[config.mk]
export PLATFORM = sky130hd
export DESIGN_NAME = seg7_capture
export DESIGN_NICKNAME = d
export VERILOG_FILES = /design/src/rtl/seg7_capture.sv
export SDC_FILE = /design/constraint.sdc
export NUM_CORES = 1
export LEC_CHECK = 0
export CORE_MARGIN = 2
export CORE_UTILIZATION = 62
export CTS_CLUSTER_SIZE = 14
export DETAILED_ROUTE_END_ITERATION = 6
export PLACE_DENSITY = 0.85
export SLEW_MARGIN = 20
export SYNTH_ARGS = -nofsm -noshare
export SYNTH_HDL_FRONTEND = slang
export SYNTH_SLANG_ARGS = --single-unit
[constraint.sdc]
create_clock -name clk -period 6.95 [get_ports clk]
set_input_delay 1.0425 -clock clk [delete_from_list [all_inputs] [get_ports clk]]
set_output_delay 1.0425 -clock clk [all_outputs]
set_load 0.05 [all_outputs]
[src/rtl/seg7_capture.sv]
// seg7_capture
// Reads back a multiplexed, active-low 7-segment display bus and recovers the
// BCD code shown on each digit. A digit is sampled once per anode assertion,
// after the anode has been steady for SETTLE_CYCLES, and is committed only
// after STABLE_CNT consecutive identical readings.
//
// Optional feature macro: SEG7_CAPTURE_DASH_EN. When it is defined, the dash
// pattern (only segment g lit) decodes to 4'hA without an error flag.
//
// Ports:
//   clk         system clock, rising edge
//   rst_n       asynchronous active-low reset
//   seg_in      segment lines, active-low, bit6=g .. bit0=a
//   an_in       anode strobes, active-low, one-hot-low when a digit is driven
//   digits_out  committed codes, digit i at [4i+3:4i]
//   digit_err   per-digit flag, 1 = committed pattern unrecognised
//   update      one-cycle pulse when a committed digit changes
//   update_idx  index of the digit changed in the update cycle
//
// state  | meaning
// IDLE   | waiting for a single low anode
// SETTLE | anode steady, counting settle cycles
// SAMPLE | decode segments and run the stability update
// HOLD   | sample taken, wait for the anode to change
module seg7_capture #(
  parameter int DIGITS        = 4,
  parameter int SETTLE_CYCLES = 16,
  parameter int STABLE_CNT    = 3
) (
  input  logic                  clk,
  input  logic                  rst_n,
  input  logic [6:0]            seg_in,
  input  logic [DIGITS-1:0]     an_in,
  output logic [4*DIGITS-1:0]   digits_out,
  output logic [DIGITS-1:0]     digit_err,
  output logic                  update,
  output logic [((DIGITS > 1) ? $clog2(DIGITS) : 1)-1:0] update_idx
);

  localparam int IDXW = (DIGITS > 1) ? $clog2(DIGITS) : 1;
  localparam int SETW = (SETTLE_CYCLES > 1) ? $clog2(SETTLE_CYCLES) : 1;
  localparam int STBW = $clog2(STABLE_CNT + 1);
  localparam logic [SETW-1:0] SET_LAST = SETW'(SETTLE_CYCLES - 1);
  localparam logic [STBW-1:0] STB_MAX  = STBW'(STABLE_CNT);

  typedef enum logic [1:0] {IDLE, SETTLE, SAMPLE, HOLD} state_t;

  state_t            state;
  logic [6:0]        seg_s1, seg_s2;
  logic [DIGITS-1:0] an_s1, an_s2, an_lat;
  logic [IDXW-1:0]   lat_idx;
  logic [SETW-1:0]   settle_cnt;
  logic [3:0]        cand_code [DIGITS];
  logic              cand_err  [DIGITS];
  logic [STBW-1:0]   match_cnt [DIGITS];

  function automatic logic [4:0] decode(input logic [6:0] p);
    logic [4:0] r;
    case (p)
      7'b1000000: r = 5'h00;
      7'b1111001: r = 5'h01;
      7'b0100100: r = 5'h02;
      7'b0110000: r = 5'h03;
      7'b0011001: r = 5'h04;
      7'b0010010: r = 5'h05;
      7'b0000010: r = 5'h06;
      7'b1111000: r = 5'h07;
      7'b0000000: r = 5'h08;
      7'b0010000: r = 5'h09;
      default: begin
`ifdef SEG7_CAPTURE_DASH_EN
        if (p == 7'b0111111) r = 5'h0A;
        else                 r = 5'h1F;
`else
        r = 5'h1F;
`endif
      end
    endcase
    return r;
  endfunction

  logic [DIGITS-1:0] an_low;
  logic              an_valid;
  logic [IDXW-1:0]   an_idx;
  logic [4:0]        dec;
  logic              same;
  logic [STBW-1:0]   next_cnt;
  logic              commit;

  always_comb begin
    an_low   = ~an_s2;
    an_valid = (an_low != '0) && ((an_low & (an_low - DIGITS'(1))) == '0);
    an_idx   = '0;
    for (int i = 0; i < DIGITS; i++)
      if (an_low[i]) an_idx = IDXW'(i);
    dec      = decode(seg_s2);
    same     = (dec == {cand_err[lat_idx], cand_code[lat_idx]});
    if (!same)                             next_cnt = STBW'(1);
    else if (match_cnt[lat_idx] == STB_MAX) next_cnt = STB_MAX;
    else                                   next_cnt = match_cnt[lat_idx] + STBW'(1);
    // Commit only on the transition into saturation, and only if the value is new.
    commit = (next_cnt == STB_MAX) && !(same && match_cnt[lat_idx] == STB_MAX) &&
             (dec != {digit_err[lat_idx], digits_out[int'(lat_idx)*4 +: 4]});
  end

  always_ff @(posedge clk or negedge rst_n) begin
    if (!rst_n) begin
      seg_s1     <= '1;
      seg_s2     <= '1;
      an_s1      <= '1;
      an_s2      <= '1;
      an_lat     <= '1;
      lat_idx    <= '0;
      settle_cnt <= '0;
      state      <= IDLE;
      digits_out <= '1;
      digit_err  <= '0;
      update     <= 1'b0;
      update_idx <= '0;
      for (int i = 0; i < DIGITS; i++) begin
        cand_code[i] <= 4'hF;
        cand_err[i]  <= 1'b0;
        match_cnt[i] <= '0;
      end
    end else begin
      seg_s1 <= seg_in;
      seg_s2 <= seg_s1;
      an_s1  <= an_in;
      an_s2  <= an_s1;
      update <= 1'b0;
      case (state)
        IDLE: begin
          if (an_valid) begin
            state      <= SETTLE;
            settle_cnt <= '0;
            an_lat     <= an_s2;
            lat_idx    <= an_idx;
          end
        end
        SETTLE: begin
          if (!an_valid || an_s2 != an_lat) state <= IDLE;
          else if (settle_cnt == SET_LAST)  state <= SAMPLE;
          else                              settle_cnt <= settle_cnt + SETW'(1);
        end
        SAMPLE: begin
          if (!an_valid) begin
            state <= IDLE;
          end else begin
            cand_code[lat_idx] <= dec[3:0];
            cand_err[lat_idx]  <= dec[4];
            match_cnt[lat_idx] <= next_cnt;
            if (commit) begin
              digits_out[int'(lat_idx)*4 +: 4] <= dec[3:0];
              digit_err[lat_idx]               <= dec[4];
              update                           <= 1'b1;
              update_idx                       <= lat_idx;
            end
            state <= HOLD;
          end
        end
        HOLD: begin
          if (an_s2 != an_lat) state <= IDLE;
        end
        default: state <= IDLE;
      endcase
    end
  end

endmodule

* Yosys cells after proc, flatten, opt, wreduce, memory -nomap -nowiden *
Index checks and enable logic that the tools add are counted.

storage, ports and cells
  bits in registers = 85
  bits of input ports = 13
  word-level logic and storage cells = 123
  output and inout port bits = 23

operators by class
  reduce and logical (&&, ||, !) cells = 19
  equality and inequality tests = 23
  bitwise gates (word level) = 3
  add/sub/neg operators = 4
  shifts and indexed selects = 3
  multiplexer cells = 43
  $lt $le $gt $ge = 4

operators by type and width
  operator                                                                 count
  5-bit case mux with 10 select lines                                      1
  4-bit negator with 33-bit output                                         1
  4-bit by 33-bit variable shift with 16-bit output, first input constant  1
  4-bit by 33-bit variable part select with 16-bit output                  1
  16-bit bitwise mux                                                       2
  2-bit 2-to-1 mux                                                         12
  4-bit 2-to-1 mux                                                         6
  7-bit by 5-bit == test with 1-bit output, second input constant          3
  7-bit == test, second input constant                                     3
  16-bit by 5-bit variable part select with 4-bit output                   1
  7-bit by 6-bit == test with 1-bit output, second input constant          2
  1-bit 2-to-1 mux                                                         9
  4-bit binary-select mux with 2-bit select                                1
  4-bit bitwise mux                                                        2
  8-bit bitwise mux                                                        1
  4-bit demux with 2-bit select                                            1
  2-bit == test, second input constant                                     4
  2-bit inequality test, second input constant                             4
  2-bit case mux with 4 select lines                                       1
  4-bit case mux with 2 select lines                                       1
  7-bit by 2-bit == test with 1-bit output, second input constant          1
  7-bit logical NOT                                                        1
  1-bit logical AND                                                        6
  3-bit AND reduction                                                      2
  28 further kinds                                                         32

* Longest topological paths before layout *
Gate-level depths: netlist of run 1.

  word-level depth = 13
  gate-level depth with buffers = 12
  mapped depth without buffers = 8

* Least setup slack after synthesis of run 1 *
Ideal clock, no wire load.

  kind = flip-flop to flip-flop
  start = register seg_s2[3]
  end = register digit_err[1]
  buffers on the path = 4
  library setup time = 0.128 ns
  required time = 6.822 ns
  period minus slack after synthesis = 3.428 ns
  arrival time = 3.300 ns
  path slack = 3.522 ns
  cell stages (with the launch flop) = 13
  path through = dfstp_2 -> buf_6 -> or3_4 -> or4b_1 -> buf_2 -> and3_4 -> buf_6 -> a311o_1 -> buf_6 -> xnor2_1 -> a41oi_1 -> nand3_2 -> mux2_1

between the ends
  longest elaborated chain between the ends = 8
  elaborated cells on any way between the ends = 21
  classes of those cells = 12 x eq/ne; 3 x mux; 6 x reduce/logical

ends and longest elaborated chain
  what                                                              line     source
  start: declaration                                                49       logic [6:0] seg_s1, seg_s2;
  start signal: assignment                                          127      seg_s2 <= seg_s1;
  7-bit by 5-bit == test with 1-bit output (tied with other cells)  59       case (p)
  5-bit case mux with 10 select lines (*)                           59
  5-bit == test                                                     97       same = (dec == {cand_err[lat_idx], cand_code[lat_idx]});
  2-bit 2-to-1 mux or 1-bit logical AND (tied branches)             98, 102
  2-bit == test or 1-bit logical NOT (tied branches)                102      commit = (next_cnt == STB_MAX) && !(same && match_cnt[lat_idx] == STB_MAX) &&
  1-bit logical AND (2 in series)                                   102
  3-bit AND reduction (no line)                                     n/a
  end signal: indexed assignment                                    154      digit_err[lat_idx] <= dec[4];
  end: declaration                                                  35       output logic [DIGITS-1:0] digit_err,

Mark *: on every way between the ends. The rest lies on a longest branch, timed or not.
A chain may end at the register's enable or synchronous reset.

* Final worst setup path of run 1 *
  start = register seg_s2[6]
  end = register digit_err[1]

Same word-level chain as after synthesis.

==> results of run 1 <==
layout by cell type (no fill, tap or decap), types with 4 or more instances in the layout:
cell type	n
xor2_1	7
mux2i_1	10
nor2_1	8
o21ai_0	9
and3_1	4
xnor2_1	5
mux2_1	8
nand2b_1	5
dfrtp_1	27
inv_1	12
clkbuf_8	9
nand2_1	24
mux4_2	12
a21oi_1	5
clkdlybuf4s50_1	34
mux2_2	34
dfstp_2	58
nand3_2	4
nor3b_1	8
nand3_1	4
ha_1	5
nor3_1	5
nor4bb_1	4
worst register-to-register path, stage by stage, from the launching register on:
cell and delay, ns:
dfstp_2 0.44, or3_4 0.40, or4b_1 0.64, and3_4 0.26, a311o_1 0.44, xnor2_1 0.22
a41oi_1 0.63, nand3_2 0.29, mux2_1 0.38
final timing paths:
kind	startpoint	end	slack, ns	cells past startpoint
max	seg_s2[6]	digit_err[1]	3.16	8
min	an_s1[2]	an_s2[2]	0.36	0
max reg2reg	seg_s2[6]	digit_err[1]	3.16	8
min reg2reg	an_s1[2]	an_s2[2]	0.36	0
max in group asynchronous	rst_n	cand_err[0]	5.75	1
min in group asynchronous	rst_n	settle_cnt[2]	0.71	1
layer usage:
metal	vias to the layer above	track usage [%]
met3	9	4.96
met2	66	36.5
met4	0	9.52
met5	-	0
met1	1330	32.2
li1	1215	-
area by class of cell:
type,count,area share [%]
clock buffer,10,3.17
clock inverter,6,1.09
inverter,12,0.960
multi-input combinational,202,38.0
sequential,85,46.9
tap,77,2.05
timing repair buffer,37,7.81
per-stage QoR:
step / setup slack [ns] / cells
floorplan: 3.52 / 312
global placement: 3.39 / 413
detailed placement: 3.24 / 413
CTS: 3.18 / 429
global route: 2.97 / 429
finish: 3.16 / 429
sequential cells by signal (all words and copies together), names as in the netlist, 2 cells and up:
signal and cells:
seg_s1 7, seg_s2 7, match_cnt 8, lat_idx 2
update_idx 2, digits_out 16, cand_err 4, an_s1 4
settle_cnt 4, cand_code 16, state 2, digit_err 4
an_lat 4, an_s2 4
report_power, final:
| group | internal [W] | switching [W] |
|---|---|---|
| combinational | 0.0000701 | 0.0000828 |
| clock | 0.000157 | 0.000188 |
| sequential | 0.000530 | 0.0000275 |
kinds of logic after synthesis:
logic type	share of synthesized area (%)
compound gates	6.68
xor+xnor	2.56
fa+ha+maj	1.53
buf+inv	2.87
flops	53.6
mux	20.6
simple gates	12.2
==> metrics.md, run 1 <==
| Metric | Value |
|---|---|
| Outcome | finished, final reports clean |
| Register bit count reported by yosys | 85 |
| Fin Hold WS | between 0.3 and 0.4 ns |
| CTS tree | built |
| Netlist Area Pre-Place | 4100 sq um |
| Syn avg cell area | approximately 13 sq um |
| YS warnings | 0 |
| Reported max-cap violation count | 0 |
| Root Buffer Master | clkbuf_8 |
| Largest net degree at the start of global routing | between 80 and 90 |
| Synth top cells by count | dfstp_2, mux2_2, dfrtp_1, nand2_1 |
| Starting Density | between 60% and 70% |
| Post-Synthesis Cells | 312 |
| Cts bufs inserted | 9 |
| Yosys top cell area share | around 37% |
| Register area share after synthesis | between 50% and 60% |
| # DRC | 0 |
| Pwr per Cell Area | approximately 230 nW/um^2 |
| Total leakage power | between 1.5 and 2 nW |
| Die area | around 7300 sq um |
| DR iter-0 viols | 190 |
| Syn_nets | 330 |
| Fin util | about 73% |
| Clock-pin slew on the worst setup and hold paths | roughly 0.09 ns |
| Vias in the first global route | 2655 |
| Total number of vias | 2620 |
| Chip width | 85.3 um |
| Critical path arrival | roughly 4 ns |
| Port bufs | 35 |
| Clock Latency Late Sink | ~0.36 ns |
| Critical path's slowest cell | or4b_1 |
| Pre-antenna DRT Iters | 4 |
| Setup-failing EPs final | 0 |
| Top Layer Used | met4 |
| Relative slew margins | roughly two fifths |
| Register area | 2200 sq um |
| Number of flops mapped to enable cells by yosys | 0 |
| Share of cells above drive strength 1 | between 30 and 40% |
| Core Area | ~6400 sq um |
| CP delay by family, top | simple AND/OR/NAND/NOR gates |
| Routed Wire Length | 7730 um |
| Initial antenna violation count | 0 |
| # fillers | 410 |
| Crit-path cells | or3_4 > or4b_1 > and3_4 > a311o_1 > xnor2_1 > a41oi_1 > nand3_2 > mux2_1 |
| N_diodes | 0 |
| DRT antenna net count | 0 |
| Io pins | 36 |
| Design Area, Final | approximately 4700 sq um |
| Max Clock Freq | between 0.2 and 0.3 GHz |
| Dominant cell type by area after synthesis | dfstp_2 |
| Vert. Die Dim | between 80 and 90 um |
| Endpoint class of the critical path | register |
| Metal3 WL | 360 um |
| Worst EP required | between 7 and 8 ns |
| Slew of the pin with the lowest slew margin | around 0.86 ns |
| Routability Congestion | about 0.85 |
| Slowest stage delay, CP | about 0.64 ns |
| CP Class | reg -> reg |
| Dpl hpwl | approximately 5300 um |
| Crit share post-route | a little over half |
| Most numerous cell in the Yosys netlist | dfstp_2 |
| Std-Cell Rows | 29 |
| Routed WL per cell | about 18 um |
| H-tree depth | 3 |
| Worst vdd ir | 0.000222 V |
| Hold buffer count at cts | 0 |
| Postcts setup bufs | 0 |
| Total global-route track usage | a little under a quarter |
| Hold WC Path Type | reg -> reg |
| Vias per Instance | about 6.1 |
| Netlist cell types | 53 |
| WP buf/inv | 0 |
| Synth top area cells | dfstp_2, dfrtp_1, mux2_2 |
| Clock sinks | 85 |
| Prevailing post-synth register cell | dfstp_2 |
| Metal-1 WL | approximately 3500 um |
| Crit-path max FO | 13 |
| GRT Residual Overflow | 0 |
| Final min period | between 3 and 4 ns |
| First-pass GRT wire length | approximately 13000 um |
| CTS max path bufs | 2 |
| Unrepaired setup endpoints after global routing | no |
| Total Power | 0.00106 W |
| Dpl cell area | ~4500 sq um |
| Final hold viol count | 0 |
| Post_cts resized | 0 |
| Synth-to-Final Area Change | 14.4% |
| Area of the multi-input gates | ~1800 sq um |
| Async set or reset register ratio after synthesis | 100% |
| Met2 routed WL | 3720 um |
| Clk_skew | ~0.011 ns |
| Startpoint types | register |
| Final net count | about 370 |
| Final Max Tran Viols | 0 |
| Final TNS setup | 0 ns |
No activity file was read; power rests on OpenSTA's default activity.
==> inputs of run 2 (changes only) <==
CORE_UTILIZATION = 57   (was 62)
PLACE_DENSITY = 0.79   (was 0.85)
clock period = 3.91 ns   (was 6.95 ns; I/O delays follow)
==> run 2 against run 1 <==
Effect of this change:
- clock skew rose by 0.0033 ns
- sequential power rose by 79%
- flip-flop and latch count did not move
- worst hold slack got worse by 0.083 ns
- final cell count rose by 4.7%
- non-clock buffer count rose by 1
- maximum frequency rose by 6.8%
- power rose by 86%
- die area rose by 8.3%
- register-to-register slack got worse by 2.8 ns
- cell area rose by 1.5%
- critical path type unchanged
- critical endpoint unchanged
- largest cell class unchanged
- highest routed layer unchanged
==> metrics.md, run 2 (synthesized netlist as in run 1, its figures left out) <==
| Metric | Value |
|---|---|
| Clock sinks | 85 (unchanged) |
| Largest net degree at the start of global routing | 86 (unchanged) |
| Final TNS setup | 0 ns (unchanged) |
| Starting Density | 59.7% (-4.5 points) |
| Clock-pin slew on the worst setup and hold paths | 0.10 ns (about the same) |
| Final net count | 366 (+0.27%) |
| Root Buffer Master | clkbuf_8 |
| Total leakage power | 2.00 nW (+1.3%) |
| Max Clock Freq | 0.281 GHz (+6.8%) |
| Biggest regs | cand_code (16), digits_out (16), match_cnt (8) |
| Pwr per Cell Area | 413 nW/um^2 (+84%) |
| First-pass GRT wire length | 13100 um (+0.69%) |
| Relative slew margins | 39.4% (-2.6 points) |
| Hold WC Path Type | in -> async |
| Critical path's slowest cell | or4b_1 |
| Final min period | 3.55 ns (-0.242 ns) |
| Dpl cells | 433 (+4.8%) |
| Fin util | 69.3% (-4.2 points) |
| Total number of vias | 2632 (+0.46%) |
| Dpl hpwl | 5500 um (+3.9%) |
| Total global-route track usage | 22.3% (-1.0 points) |
| Crit-path max FO | 13 (unchanged) |
| Worst reg2reg path startpoint | seg_s2[6] |
| CTS tree | built |
| R2R Setup Slk | 0.36 ns (-2.80 ns) |
| Worst EP required | 4.16 ns (-3.04 ns) |
| Cts bufs inserted | 9 (unchanged) |
| DR iter-0 viols | 217 (+14%) |
| Routed Wire Length | 8100 um (+4.9%) |
| WP buf/inv | 0 (unchanged) |
| Endpoint class of the critical path | register |
| Share of cells above drive strength 1 | 37.7% (+0.18 points) |
| Io pins | 36 (unchanged) |
| Synth-to-Final Area Change | 16.1% |
| Pre-antenna DRT Iters | 4 (unchanged) |
| Crit Reg-Reg Endpoint | digit_err[1] |
| Total Power | 0.00197 W (+86%) |
| Register area | 2200 sq um (unchanged) |
| Port bufs | 35 (unchanged) |
| Clock Latency Late Sink | 0.36 ns (about the same) |
| Chip width | 88.8 um (+4.1%) |
| Initial antenna violation count | 0 (unchanged) |
| Std-Cell Rows | 30 (+3.4%) |
| R2R depth | 8 (unchanged) |
| DRT antenna net count | 0 (unchanged) |
| Slew of the pin with the lowest slew margin | 0.899 ns (+0.0383 ns) |
| GRT Residual Overflow | 0 (unchanged) |
| Final hold viol count | 0 (unchanged) |
| Fin Hold WS | 0.275 ns (-0.0834 ns) |
| Most common cell after layout, fill and taps aside | dfstp_2 |
| # fillers | 487 (+19%) |
| Core Area | 6870 sq um (+7.6%) |
| Most frequent cells in the layout | dfstp_2, mux2_2, clkdlybuf4s50_1 |
| Final Max Tran Viols | 0 (unchanged) |
| Finished Layout Cells | 449 (+4.7%) |
| Vert. Die Dim | 88.8 um (+4.1%) |
| Setup-failing EPs final | 0 (unchanged) |
| CP Class | reg -> reg |
| Slowest stage delay, CP | 0.63 ns (about the same) |
| H-tree depth | 3 (unchanged) |
| Crit share post-route | 90.9% (+36 points) |
| Area of the multi-input gates | 1780 sq um (unchanged) |
| # DRC | 0 (unchanged) |
| Vias per Instance | 5.86 (-4.0%) |
| Outcome | finished, final reports clean |
| Reported max-cap violation count | 0 (unchanged) |
| Routability Congestion | 0.827 (-2.4%) |
| Critical path arrival | 3.80 ns (-0.25 ns) |
| N_diodes | 0 (unchanged) |
| Postcts setup bufs | 0 (unchanged) |
| Crit-path cells | or3_4 > or4b_1 > and3_4 > a311o_1 > xor2_1 > nor3_4 > nand3_2 > mux2_1 |
| Clk_skew | 0.0145 ns (+0.00328 ns) |
| Post_cts resized | 0 (unchanged) |
| CTS max path bufs | 2 (unchanged) |
| Routed WL per cell | 18.0 um (+0.18%) |
| Hold buffer count at cts | 0 (unchanged) |
| Unrepaired setup endpoints after global routing | no |
| Die area | 7890 sq um (+8.3%) |
| Startpoint types | register |
| Worst vdd ir | 0.000330 V (+49%) |
| Vias in the first global route | 2600 (-2.1%) |
| CP delay by family, top | simple AND/OR/NAND/NOR gates |
## run 2: per-layer routing
metal	vias to the layer above	global-route usage, %	wire length [um]
met3	8	4.94	336
met2	64	35.8	3980
li1	1218	-	-
met4	0	7.44	105
met5	-	0	0
met1	1342	30.4	3680
## run 2: how the worst max path moves through the flow
stage / startpoint / end / slack (ns) / depth (start not counted)
floorplan: seg_s2[3] / digit_err[1] / 0.48 / 12
global placement: seg_s2[6] / digit_err[0] / 0.47 / 8
detailed placement: seg_s2[6] / digit_err[1] / 0.36 / 8
CTS: seg_s2[6] / digit_err[0] / 0.36 / 8
global route: seg_s2[6] / digit_err[3] / 0.19 / 8
finish: seg_s2[6] / digit_err[1] / 0.36 / 8
## run 2: cell type report
type / instances / share of cell area (%)
Inverter: 12 / 0.946
Multi-Input combinational cell: 202 / 37.5
Sequential cell: 85 / 46.2
Timing Repair Buffer: 38 / 8.12
Clock buffer: 9 / 2.60
Clock inverter: 7 / 2.13
Tap cell: 96 / 2.52
## run 2: per-stage QoR
stage	instance area (sq um)	worst slack (ns)
6_report	4760	0.357
5_1_grt	4760	0.192
4_1_cts	4760	0.356
3_5_place_dp	4530	0.363
3_3_place_gp	4530	0.466
2_1_floorplan	4100	0.482
## run 2: power breakdown
| part | switching [W] | internal (W) | leakage [nW] |
|---|---|---|---|
| clock network | 0.000334 | 0.000368 | 0.115 |
| registers | 0.0000564 | 0.000942 | 0.974 |
| logic | 0.000137 | 0.000131 | 0.911 |
